===== src/rtl/reg_bus_master_if.sv =====
// Byte-wise register bus bundle: command, write-byte and read-byte streams plus the register-bank strobes.
// The master modport is the initiator's view; the slave modport is the driving/observing side.
interface reg_bus_master_if #(
  parameter int pLEN_WIDTH  = 16,
  parameter int pADDR_WIDTH = 6
);
  logic                   cmd_valid;
  logic                   cmd_ready;
  logic                   cmd_write;
  logic [pADDR_WIDTH-1:0] cmd_addr;
  logic [pLEN_WIDTH-1:0]  cmd_len;
  logic                   wr_valid;
  logic                   wr_ready;
  logic [7:0]             wr_data;
  logic                   rd_valid;
  logic                   rd_ready;
  logic [7:0]             rd_data;
  logic                   rd_last;
  logic                   done;
  logic [pADDR_WIDTH-1:0] reg_address;
  logic [15:0]            reg_bytecnt;
  logic                   reg_read;
  logic                   reg_write;
  logic                   reg_addrvalid;
  logic [7:0]             write_data;
  logic [7:0]             read_data;

  modport master (
    input  cmd_valid, cmd_write, cmd_addr, cmd_len, wr_valid, wr_data, rd_ready, read_data,
    output cmd_ready, wr_ready, rd_valid, rd_data, rd_last, done,
           reg_address, reg_bytecnt, reg_read, reg_write, reg_addrvalid, write_data
  );

  modport slave (
    output cmd_valid, cmd_write, cmd_addr, cmd_len, wr_valid, wr_data, rd_ready, read_data,
    input  cmd_ready, wr_ready, rd_valid, rd_data, rd_last, done,
           reg_address, reg_bytecnt, reg_read, reg_write, reg_addrvalid, write_data
  );
endinterface


===== src/rtl/reg_bus_master.sv =====
// Register bus initiator: expands (dir, addr, len) commands into per-byte reg_write / reg_read accesses,
// sourcing write bytes from a stream and returning read bytes through a single-entry output register.
module reg_bus_master #(
  parameter int pLEN_WIDTH  = 16,
  parameter int pADDR_WIDTH = 6
) (
  input logic              cwusb_clk,
  input logic              reset_n,
  reg_bus_master_if.master bus
);

  typedef enum logic [2:0] {IDLE, WR, RD_ASSERT, RD_CAPTURE, DONE} state_e;

  localparam logic [pLEN_WIDTH-1:0] LenOne = {{(pLEN_WIDTH-1){1'b0}}, 1'b1};

  state_e                 state_q;
  logic [pADDR_WIDTH-1:0] addr_q;
  logic [pLEN_WIDTH-1:0]  len_q;
  logic [15:0]            byteCnt_q;
  logic [7:0]             rdData_q;
  logic                   rdValid_q;
  logic                   rdLast_q;

  logic [pLEN_WIDTH-1:0]  lenM1;
  logic                   lastByte;
  logic                   regRead;

  assign lenM1    = len_q - LenOne;
  assign lastByte = (byteCnt_q == 16'(lenM1));

  // A read is only launched when the output register is guaranteed free at the capture edge,
  // because the target pops its FIFO on reg_read and the byte cannot be requested again.
  assign regRead  = (state_q == RD_ASSERT) && (!rdValid_q || bus.rd_ready);

  assign bus.cmd_ready     = reset_n && (state_q == IDLE) && !rdValid_q;
  assign bus.wr_ready      = (state_q == WR);
  assign bus.reg_write     = (state_q == WR) && bus.wr_valid;
  assign bus.write_data    = (state_q == WR) ? bus.wr_data : 8'h00;
  assign bus.reg_read      = regRead;
  assign bus.reg_addrvalid = (state_q == WR) || (state_q == RD_ASSERT) || (state_q == RD_CAPTURE);
  assign bus.reg_address   = addr_q;
  assign bus.reg_bytecnt   = byteCnt_q;
  assign bus.done          = (state_q == DONE);
  assign bus.rd_valid      = rdValid_q;
  assign bus.rd_data       = rdData_q;
  assign bus.rd_last       = rdLast_q;

  always_ff @(posedge cwusb_clk or negedge reset_n) begin
    if (!reset_n) begin
      state_q   <= IDLE;
      addr_q    <= '0;
      len_q     <= '0;
      byteCnt_q <= '0;
      rdData_q  <= '0;
      rdValid_q <= 1'b0;
      rdLast_q  <= 1'b0;
    end else begin
      if (rdValid_q && bus.rd_ready) begin
        rdValid_q <= 1'b0;
        rdLast_q  <= 1'b0;
      end
      case (state_q)
        IDLE: begin
          if (bus.cmd_valid && !rdValid_q) begin
            addr_q    <= bus.cmd_addr;
            len_q     <= bus.cmd_len;
            byteCnt_q <= '0;
            if (bus.cmd_len == '0)  state_q <= DONE;
            else if (bus.cmd_write) state_q <= WR;
            else                    state_q <= RD_ASSERT;
          end
        end
        WR: begin
          if (bus.wr_valid) begin
            byteCnt_q <= byteCnt_q + 16'd1;
            if (lastByte) state_q <= DONE;
          end
        end
        RD_ASSERT: begin
          if (regRead) state_q <= RD_CAPTURE;
        end
        // Address and byte count stay put here so the target's bytecnt mux still selects this byte.
        RD_CAPTURE: begin
          rdData_q  <= bus.read_data;
          rdValid_q <= 1'b1;
          rdLast_q  <= lastByte;
          byteCnt_q <= byteCnt_q + 16'd1;
          state_q   <= lastByte ? DONE : RD_ASSERT;
        end
        DONE:    state_q <= IDLE;
        default: state_q <= IDLE;
      endcase
    end
  end

endmodule


===== src/flat_wrapper.sv =====
// flat-port wrapper written by rule: the top's interface ports become plain ports
module reg_bus_master_flat 
#(
  parameter int pLEN_WIDTH  = 16,
  parameter int pADDR_WIDTH = 6
)
  (cwusb_clk, reset_n, bus_cmd_valid, bus_cmd_write, bus_cmd_addr, bus_cmd_len, bus_wr_valid, bus_wr_data, bus_rd_ready, bus_read_data, bus_cmd_ready, bus_wr_ready, bus_rd_valid, bus_rd_data, bus_rd_last, bus_done, bus_reg_address, bus_reg_bytecnt, bus_reg_read, bus_reg_write, bus_reg_addrvalid, bus_write_data);
  reg_bus_master_if #(.pLEN_WIDTH(pLEN_WIDTH), .pADDR_WIDTH(pADDR_WIDTH)) bus_i ();
  input logic cwusb_clk;
  input logic reset_n;
  input wire logic [$bits(bus_i.cmd_valid)-1:0] bus_cmd_valid;
  input wire logic [$bits(bus_i.cmd_write)-1:0] bus_cmd_write;
  input wire logic [$bits(bus_i.cmd_addr)-1:0] bus_cmd_addr;
  input wire logic [$bits(bus_i.cmd_len)-1:0] bus_cmd_len;
  input wire logic [$bits(bus_i.wr_valid)-1:0] bus_wr_valid;
  input wire logic [$bits(bus_i.wr_data)-1:0] bus_wr_data;
  input wire logic [$bits(bus_i.rd_ready)-1:0] bus_rd_ready;
  input wire logic [$bits(bus_i.read_data)-1:0] bus_read_data;
  output wire logic [$bits(bus_i.cmd_ready)-1:0] bus_cmd_ready;
  output wire logic [$bits(bus_i.wr_ready)-1:0] bus_wr_ready;
  output wire logic [$bits(bus_i.rd_valid)-1:0] bus_rd_valid;
  output wire logic [$bits(bus_i.rd_data)-1:0] bus_rd_data;
  output wire logic [$bits(bus_i.rd_last)-1:0] bus_rd_last;
  output wire logic [$bits(bus_i.done)-1:0] bus_done;
  output wire logic [$bits(bus_i.reg_address)-1:0] bus_reg_address;
  output wire logic [$bits(bus_i.reg_bytecnt)-1:0] bus_reg_bytecnt;
  output wire logic [$bits(bus_i.reg_read)-1:0] bus_reg_read;
  output wire logic [$bits(bus_i.reg_write)-1:0] bus_reg_write;
  output wire logic [$bits(bus_i.reg_addrvalid)-1:0] bus_reg_addrvalid;
  output wire logic [$bits(bus_i.write_data)-1:0] bus_write_data;
  assign bus_i.cmd_valid = bus_cmd_valid;
  assign bus_i.cmd_write = bus_cmd_write;
  assign bus_i.cmd_addr = bus_cmd_addr;
  assign bus_i.cmd_len = bus_cmd_len;
  assign bus_i.wr_valid = bus_wr_valid;
  assign bus_i.wr_data = bus_wr_data;
  assign bus_i.rd_ready = bus_rd_ready;
  assign bus_i.read_data = bus_read_data;
  assign bus_cmd_ready = bus_i.cmd_ready;
  assign bus_wr_ready = bus_i.wr_ready;
  assign bus_rd_valid = bus_i.rd_valid;
  assign bus_rd_data = bus_i.rd_data;
  assign bus_rd_last = bus_i.rd_last;
  assign bus_done = bus_i.done;
  assign bus_reg_address = bus_i.reg_address;
  assign bus_reg_bytecnt = bus_i.reg_bytecnt;
  assign bus_reg_read = bus_i.reg_read;
  assign bus_reg_write = bus_i.reg_write;
  assign bus_reg_addrvalid = bus_i.reg_addrvalid;
  assign bus_write_data = bus_i.write_data;
  reg_bus_master #(.pLEN_WIDTH(pLEN_WIDTH), .pADDR_WIDTH(pADDR_WIDTH)) u_core (.cwusb_clk(cwusb_clk), .reset_n(reset_n), .bus(bus_i));
endmodule

===== config.mk =====
export PLATFORM = sky130hd
export DESIGN_NAME = reg_bus_master_flat
export DESIGN_NICKNAME = d
export VERILOG_FILES = /design/src/rtl/reg_bus_master_if.sv /design/src/rtl/reg_bus_master.sv /design/src/flat_wrapper.sv
export SDC_FILE = /design/constraint.sdc
export NUM_CORES = 1
export LEC_CHECK = 0
export CORE_MARGIN = 10
export CORE_UTILIZATION = 40
export DETAILED_ROUTE_END_ITERATION = 8
export PLACE_DENSITY = 0.71
export SLEW_MARGIN = 20
export SYNTH_ARGS = -nofsm -noshare
export SYNTH_HDL_FRONTEND = slang
export SYNTH_SLANG_ARGS = --single-unit
export TNS_END_PERCENT = 30

===== constraint.sdc =====
create_clock -name cwusb_clk -period 4.5 [get_ports cwusb_clk]
set_input_delay 1.125 -clock cwusb_clk [delete_from_list [all_inputs] [get_ports cwusb_clk]]
set_output_delay 1.125 -clock cwusb_clk [all_outputs]
set_load 0.05 [all_outputs]

==> results.toml, run 1 <==
[routing]
totalWireLength_um = 7610
postRouteAntennaNets = 0
dr.pass1.iters = 4
drc = 0
drt_iter0_markers = 173
dr_total_vias = 2516
wl_per_cell_um = 15.3
vias_per_cell = 5.05

[logic_synthesis]
syn_area_mm2 = 0.00285
synth_top_family_by_area = "simple AND/OR/NAND/NOR gates"
yosysSeqAreaShare = 0.448
yosysMostFrequentCell = "nand2_1"
synthAdderAreaFrac = 0.00878
syn_nets = 359
synth_edf_count = 0
synth.top_cell.area_share = 0.448
synth_xor_area_frac = 0.0984
synth_common_cells = "69 x nand2_1, 51 x dfrtp_1, 24 x nor2_1"
async_flop_share = 1.00
postSynthAreaPerCell_um2 = 9.10
synth-compound-area-share = 0.0918
synth_cell_types = 50
netlist_top_cells_area = "dfrtp_1 45%, nand2_1 9.1%, xor2_1 5.2%, xnor2_1 4.6%, mux2_2 3.6%"
yosysWarnings = 0
synthSimpleGateAreaFrac = 0.287
muxShareOfSynthArea = 0.0426
ys.flop_type = "dfrtp_1"
synthCells = 313
synth_top_cell_by_area = "dfrtp_1"
ys_ff_latch = 51

[setup_path]
cp_top_family = "simple AND/OR/NAND/NOR gates"
arrival_ns = 2.75
endpoint_kind = "output port"
r2r_start = "u_core.len_q[0]$_DFFE_PN0P_"
path_buf_inv = 1
critPathSlowestCell = "clkdlybuf4s50_1"
max_stage_delay_ns = 0.81
cp.required_ns = 3.38
crit_chain = "nor2b_1 > nor2b_1 > and2_1 > clkdlybuf4s50_1"
rrSetupSlack_ns = 2.14
rr_endpoint = "u_core.bus.rd_last$_DFFE_PN0P_"
cpMostUsedCell = "nor2b_1"
path_class = "register to output port"
ff2ff_path_depth = 8
start_kind = "register"
cp_max_fo = 12

[global_routing]
antenna_found_initial = 0
grt_max_degree = 52
grt_usage = 0.138
grt_pass1_vias = 2460
globalRouteOverflowTotal = 0
grt_pass1_wl_um = 12600

[pwr]
pwr-share-seq = 0.340
p_comb_frac = 0.529
p_int_mw = 1.33
swShare = 0.470
power_leakage_nw = 1.69
ir_drop_v = 0.000296
p_sw_mw = 1.18
power_density_mw_per_mm2 = 637
clkPwrFrac = 0.132

[cells_and_area]
regArea_mm2 = 0.00128
nFillCells = 623
design_area_mm2 = 0.00396
multi_input_area_mm2 = 0.00151
areaGrowthSynthToFinish_pct = 38.9
n_antenna_cell = 0
nNetsFinal = 447
drive_gt1_frac = 0.0697

[sta]
period_needed_ns = 3.87
finalSetupViolations = 0
finalSetupTns_ns = 0
worst_pin_slew_ns = 0.782
timing.fmax_mhz = 258
finalHoldViolCount = 0
max_slew_margin = 0.477
finalCritPeriodShare = 0.861
clock_skew_ns = 0.00604
slew_violations = 0
rsz0062_at_grt = "no"

[clocking]
cts.sinks = 51
cts-hold-fix-buffers = 0
cts_resized = 0
cts_tree = "built"
cts-root-buf = "clkbuf_8"
cts_buffers = 5
post-cts-setup-buffer-count = 0
cts_buffer_depth = 2
insertion_delay_ns = 0.31
htreeDepth = 2
clk_pin_slew_ns = 0.09

[placement]
placed_area_mm2 = 0.00384
place.gp.congestion = 0.828
dp_hpwl_um = 6040
port_buffers = 89

[floorplan]
die_h_um = 104
core-area_mm2 = 0.00687
die-area_mm2 = 0.0109
die-width_um = 104
fp-row-count = 30
ioPinCount = 90
start_util = 0.415

[worst_hold_path]
hold_path_class = "register to register"
hold_start = "u_core.bus.reg_address[0]$_DFFE_PN0P_"
hold-path-endpoint = "u_core.bus.reg_address[0]$_DFFE_PN0P_"
whs_path_depth = 2

[outcome]
outcome = "finished, final reports clean"

[run]
drv_cap = 0
## layout by cell type (no fill, tap or decap), types with 2 or more instances in the layout
master           netlist  layout
o21ai_0                7       7
o22ai_1                2       2
ha_1                   2       2
nor4_1                 8       7
dfrtp_1               51      51
nand4_1                8       8
nand2b_1               5       5
nor3_1                 6       6
and2_1                11      11
clkbuf_8               0       6
nor4_2                 1       2
inv_1                  8       8
a21oi_1                5       5
mux2_2                 9       9
xnor2_1               15      15
nor3_2                 2       2
and3_1                 6       6
a22oi_1                2       2
nand2_1               69      69
clkdlybuf4s50_1        0      88
xor2_1                17      17
nor2b_1                2       2
nand3b_1               2       2
nor2_1                24      24
a211oi_1               4       4
a31oi_1                2       2
nand3_1                9       9
mux2i_1                2       2
or3_1                  3       3
buf_4                  0       2
## how the worst max path moves through the flow
stage                                  start           endpoint  slack, ns  depth (start not counted)
2_1_floorplan                        reset_n      bus_cmd_ready       0.72                          1
3_3_place_gp                    bus_rd_ready       bus_reg_read       0.68                          4
3_5_place_dp                    bus_rd_ready       bus_reg_read       0.67                          4
4_1_cts        u_core.state_q[0]$_DFFE_PN0P_  bus_write_data[1]       0.61                          4
5_1_grt        u_core.state_q[0]$_DFFE_PN0P_  bus_write_data[1]       0.35                          4
6_report       u_core.state_q[0]$_DFFE_PN0P_  bus_write_data[6]       0.63                          4
## logic make-up after synthesis
| logic type | after synthesis |
|---|---|
| AND/OR/NAND/NOR | 164 |
| flip-flops | 51 |
| AO/OA/AOI/OAI | 35 |
| XOR/XNOR | 32 |
| buffers and inverters | 18 |
| multiplexers | 11 |
| adder cells (fa/ha/maj) | 2 |
## final cells by class
cell class / count / share of cell area
Inverter: 8 / 0.00759
Multi-Input combinational cell: 244 / 0.382
Sequential cell: 51 / 0.323
Timing Repair Buffer: 91 / 0.228
Clock inverter: 2 / 0.00886
Clock buffer: 6 / 0.0209
Tap cell: 96 / 0.0304
## stage by stage
stage,hold slack (ns),setup WS [ns],cells,power [mW],utilization
after floorplan,0.465,0.717,313,1.77,-
after global placement,0.456,0.684,490,2.17,0.559
after detailed placement,0.461,0.665,490,2.20,0.559
after CTS,0.486,0.607,498,2.54,0.576
after global routing,0.520,0.348,498,2.69,0.576
final,0.477,0.626,498,2.52,0.576
## per-layer routing
metal	vias up	global-route usage	share of wire
met2	49	0.235	0.51
met1	1203	0.167	0.43
li1	1258	-	-
met5	-	0	0
met3	6	0.0316	0.046
met4	0	0.0417	0.013
## power groups by stage
stage	clock [mW]	combinational, mW	sequential [mW]
CTS	0.340	1.34	0.853
detailed placement	0	1.34	0.861
global route	0.361	1.44	0.890
finish	0.332	1.33	0.855
floorplan	0	0.609	1.16
global placement	0	1.31	0.853
## flip-flops by register name, indices dropped and copies added, names as in the netlist
signal and cells:
u_core.len_q 16, u_core.bus.reg_address 6, u_core.bus.rd_valid 1, u_core.bus.rd_data 8, u_core.bus.rd_last 1, u_core.state_q 3, u_core.bus.reg_bytecnt 16
## tightest hold or removal path, cell delays in order (launching register included)
cell     delay, ns
dfrtp_1       0.35
nand2_1       0.05
nand2_1       0.05
Note: power is estimated with default switching activity, not from simulation.
==> inputs of run 2 (changes only) <==
--- a/config.mk
+++ b/config.mk
@@ -5,7 +5,7 @@
 export SDC_FILE = /design/constraint.sdc
 export NUM_CORES = 1
 export LEC_CHECK = 0
-export CORE_MARGIN = 10
+export CORE_MARGIN = 4
 export CORE_UTILIZATION = 40
 export DETAILED_ROUTE_END_ITERATION = 8
 export PLACE_DENSITY = 0.71
==> results.toml, run 2 (synthesized netlist as in run 1, its figures left out) <==
[sta]
finalSetupViolations = 0
timing.fmax_mhz = 258
holdWs_ns = 0.492
max_slew_margin = 0.469
rsz0062_at_grt = "no"
finalSetupTns_ns = 0
period_needed_ns = 3.88
worst_pin_slew_ns = 0.794
finalCritPeriodShare = 0.863
clock_skew_ns = 0.0125
slew_violations = 0
finalHoldViolCount = 0

[routing]
postRouteAntennaNets = 0
vias_per_cell = 5.07
totalWireLength_um = 7160
drc = 0
dr.pass1.iters = 4
drt_iter0_markers = 129
wl_per_cell_um = 14.4
dr_total_vias = 2525

[placement]
dp_hpwl_um = 5530
place.gp.congestion = 0.831
dpl.cell_count = 490
port_buffers = 89

[clocking]
cts-hold-fix-buffers = 0
cts_resized = 0
cts_buffers = 5
post-cts-setup-buffer-count = 0
htreeDepth = 2
insertion_delay_ns = 0.32
cts_buffer_depth = 2
cts.sinks = 51
cts-root-buf = "clkbuf_8"
cts_tree = "built"
clk_pin_slew_ns = 0.11

[global_routing]
met1_usage = 0.212
busiest_layer = "met2"
grt_pass1_vias = 2401
antenna_found_initial = 0
grt_usage = 0.169
globalRouteOverflowTotal = 0
grt_max_degree = 52
global_route.usage.met2 = 0.294
grt_pass1_wl_um = 11600
use_met3 = 0.0333

[setup_path]
cp_max_fo = 12
path_class = "register to output port"
arrival_ns = 2.76
start_kind = "register"
cp.required_ns = 3.38
endpoint_kind = "output port"

[pwr]
p_total_mw = 2.51
power_density_mw_per_mm2 = 635
ir_drop_v = 0.000293
power_leakage_nw = 1.69

[floorplan]
fp-row-count = 30
die-area_mm2 = 0.00854
ioPinCount = 90
core-area_mm2 = 0.00687
die_h_um = 92.4
start_util = 0.415
die-width_um = 92.4

[run]
drv_cap = 0

[outcome]
outcome = "finished, final reports clean"

[cells_and_area]
nNetsFinal = 447
areaGrowthSynthToFinish_pct = 38.8
finalNonFillerCells = 498
n_antenna_cell = 0
final_cell_mix = "88 x clkdlybuf4s50_1, 69 x nand2_1, 51 x dfrtp_1, 24 x nor2_1, 17 x xor2_1"
final_common_cell = "clkdlybuf4s50_1"
drive_gt1_frac = 0.0697

[worst_hold_path]
hold_path_class = "register to register"
==> run 2: cell types whose count changed in the layout (fill, tap and decap cells not counted) <==
cell / delta
clkbuf_8: -1
clkinv_2: -1
clkinv_4: +1
inv_6: +1
==> run 2: critical path, cell delays in order, from the launching register on <==
cell and delay [ns]:
dfrtp_1 0.57, nor2b_1 0.39, nor2b_1 0.49, and2_1 0.20, clkdlybuf4s50_1 0.80
==> run 2: stage by stage <==
step | util | setup WS [ns] | cell area, µm²
2_1_floorplan | - | 0.717 | 2850
3_3_place_gp | 0.559 | 0.688 | 3840
3_5_place_dp | 0.559 | 0.670 | 3840
4_1_cts | 0.576 | 0.594 | 3960
5_1_grt | 0.576 | 0.431 | 3960
6_report | 0.576 | 0.619 | 3960
==> run 2: final timing paths <==
check,endpoint,slack (ns),from,depth (start not counted)
max,bus_write_data[2],0.62,u_core.state_q[0]$_DFFE_PN0P_,4
min,u_core.bus.reg_address[0]$_DFFE_PN0P_,0.49,u_core.bus.reg_address[0]$_DFFE_PN0P_,2
max reg2reg,u_core.bus.rd_last$_DFFE_PN0P_,2.07,u_core.len_q[3]$_DFFE_PN0P_,6
min reg2reg,u_core.bus.reg_address[0]$_DFFE_PN0P_,0.49,u_core.bus.reg_address[0]$_DFFE_PN0P_,2
max in group asynchronous,u_core.bus.reg_bytecnt[13]$_DFFE_PN0P_,3.09,reset_n,2
min in group asynchronous,u_core.len_q[2]$_DFFE_PN0P_,0.97,reset_n,2
==> run 2: area by class of cell <==
type,count,area (µm²)
clock buffer,5,68.8
clock inverter,3,47.5
fill,622,2910
inverter,8,30.0
multi-input combinational,244,1510
sequential,51,1280
tap,96,120
timing repair buffer,91,901
==> run 2: power breakdown <==
part | switching [mW] | leakage [nW] | internal (mW)
combinational | 0.795 | 0.994 | 0.523
sequential | 0.227 | 0.639 | 0.631
clock | 0.164 | 0.0587 | 0.169
==> run 2: metal layers <==
| metal | wire, µm | up-vias |
|---|---|---|
| met5 | 0 | - |
| met4 | 66 | 0 |
| met3 | 313 | 5 |
| met2 | 3700 | 51 |
| met1 | 3080 | 1208 |
| li1 | - | 1261 |
==> inputs of run 3 (changes only) <==
--- a/config.mk
+++ b/config.mk
@@ -5,6 +5,7 @@
 export SDC_FILE = /design/constraint.sdc
 export NUM_CORES = 1
 export LEC_CHECK = 0
+export CAP_MARGIN = 10
 export CORE_MARGIN = 4
 export CORE_UTILIZATION = 40
 export DETAILED_ROUTE_END_ITERATION = 8
==> constraint.sdc (replaced) <==
create_clock -name cwusb_clk -period 4.5 [get_ports cwusb_clk]
set_input_delay 0.9 -clock cwusb_clk [delete_from_list [all_inputs] [get_ports cwusb_clk]]
set_output_delay 0.9 -clock cwusb_clk [all_outputs]
set_load 0.05 [all_outputs]
==> results.toml, run 3 (synthesized netlist as in run 1, its figures left out) <==
[clocking]
insertion_delay_ns = 0.30
cts_tree = "built"
clk_pin_slew_ns = 0.09
post-cts-setup-buffer-count = 0
htreeDepth = 2
cts_buffers = 5
cts-hold-fix-buffers = 0
cts_buffer_depth = 2
cts-root-buf = "clkbuf_8"
cts_resized = 0
cts.sinks = 51

[placement]
port_buffers = 89
dp_hpwl_um = 5570
place.gp.congestion = 0.819
place_ws_ns = 1.13

[pwr]
power_density_mw_per_mm2 = 631
ir_drop_v = 0.000301
power_leakage_nw = 1.68

[setup_path]
crit_start = "u_core.state_q[0]$_DFFE_PN0P_"
arrival_ns = 2.76
path_buf_inv = 1
ff2ff_path_depth = 6
max_stage_delay_ns = 0.80
cpMostUsedCell = "nor2b_1"
rr_endpoint = "u_core.bus.reg_bytecnt[15]$_DFFE_PN0P_"
start_kind = "register"
critPathSlowestCell = "clkdlybuf4s50_1"
crit_chain = "nor2b_1 > nor2b_1 > and2_1 > clkdlybuf4s50_1"
r2r_start = "u_core.state_q[1]$_DFFE_PN0P_"
cp_max_fo = 12
endpoint_kind = "output port"
cp.required_ns = 3.60
rrSetupSlack_ns = 2.11
cp_top_family = "simple AND/OR/NAND/NOR gates"
path_class = "register to output port"

[routing]
dr_total_vias = 2519
postRouteAntennaNets = 0
wl_per_cell_um = 14.5
drt_iter0_markers = 138
vias_per_cell = 5.07
dr.pass1.iters = 4
drc = 0
totalWireLength_um = 7230

[global_routing]
grt_pass1_wl_um = 11700
grt_max_degree = 52
grt_pass1_vias = 2484
antenna_found_initial = 0
globalRouteOverflowTotal = 0
grt_usage = 0.170

[floorplan]
fp-row-count = 30
die-area_mm2 = 0.00854
die_h_um = 92.4
start_util = 0.415
core-area_mm2 = 0.00687
die-width_um = 92.4
ioPinCount = 90

[run]
drv_cap = 0

[cells_and_area]
n_antenna_cell = 0
finalCoreUtilization = 0.574
areaGrowthSynthToFinish_pct = 38.3
nNetsFinal = 447
drive_gt1_frac = 0.0648
final_cell_mix = "88 x clkdlybuf4s50_1, 69 x nand2_1, 51 x dfrtp_1, 24 x nor2_1, 17 x xor2_1"
final_common_cell = "clkdlybuf4s50_1"
nFillCells = 634

[worst_hold_path]
hold_start = "u_core.bus.reg_address[0]$_DFFE_PN0P_"
hold_path_class = "register to register"
whs_path_depth = 2
hold-path-endpoint = "u_core.bus.reg_address[0]$_DFFE_PN0P_"

[outcome]
outcome = "finished, final reports clean"

[sta]
holdWs_ns = 0.478
worst_pin_slew_ns = 0.780
finalWorstSetupSlack_ns = 0.840
finalSetupViolations = 0
slew_violations = 0
clock_skew_ns = 0.00555
max_slew_margin = 0.478
rsz0062_at_grt = "no"
finalHoldViolCount = 0
finalCritPeriodShare = 0.813
finalSetupTns_ns = 0
period_needed_ns = 3.66
timing.fmax_mhz = 273
-- run 3: changes by cell type in the layout (fill, tap and decap cells not counted) --
cell	delta
clkbuf_1	+1
clkinv_4	-1
inv_6	-1
-- run 3: final cells by class --
class                   instances  area, µm²  share of cell area
clock buffers                   6       72.6              0.0184
clock inverters                 1       30.0             0.00762
inverters                       8       30.0             0.00762
multi-input cells             244       1510               0.383
flip-flops and latches         51       1280               0.324
well taps                      96        120              0.0305
repair buffers                 91        901               0.229
-- run 3: worst max path at each step --
stage,endpoint,slack [ns],cells past startpoint
after floorplan,bus_cmd_ready,1.17,1
after global placement,bus_reg_read,1.15,4
after detailed placement,bus_reg_read,1.13,4
after CTS,bus_write_data[5],0.86,4
after global routing,bus_write_data[5],0.67,4
final,bus_write_data[1],0.84,4
-- run 3: layer usage --
layer	track usage	vias up	wire, µm
met5	0	-	0
met4	0.0408	0	70
met3	0.0292	6	327
met2	0.302	60	3650
met1	0.214	1202	3180
li1	-	1251	-
-- run 3: report_power, final --
part	leakage, nW	internal, mW	switching (mW)
clock	0.0513	0.163	0.144
combinational	0.994	0.523	0.801
sequential	0.639	0.632	0.226
-- run 3: worst reg2reg max path: cells and delay by family, from the launching register on --
family | cells | cell delay [ns]
AOI/OAI and AO/OA | 1 | 0.57
xor gates and xnor gates | 1 | 0.15
DFF | 1 | 0.51
and+or+nand+nor | 4 | 1.04
-- run 3: stage by stage --
| step | cell area (µm²) | total power [mW] | std cells |
|---|---|---|---|
| final | 3940 | 2.49 | 497 |
| after global routing | 3940 | 2.65 | 497 |
| after CTS | 3940 | 2.51 | 497 |
| after detailed placement | 3840 | 2.19 | 490 |
| after global placement | 3840 | 2.16 | 490 |
| after floorplan | 2850 | 1.77 | 313 |
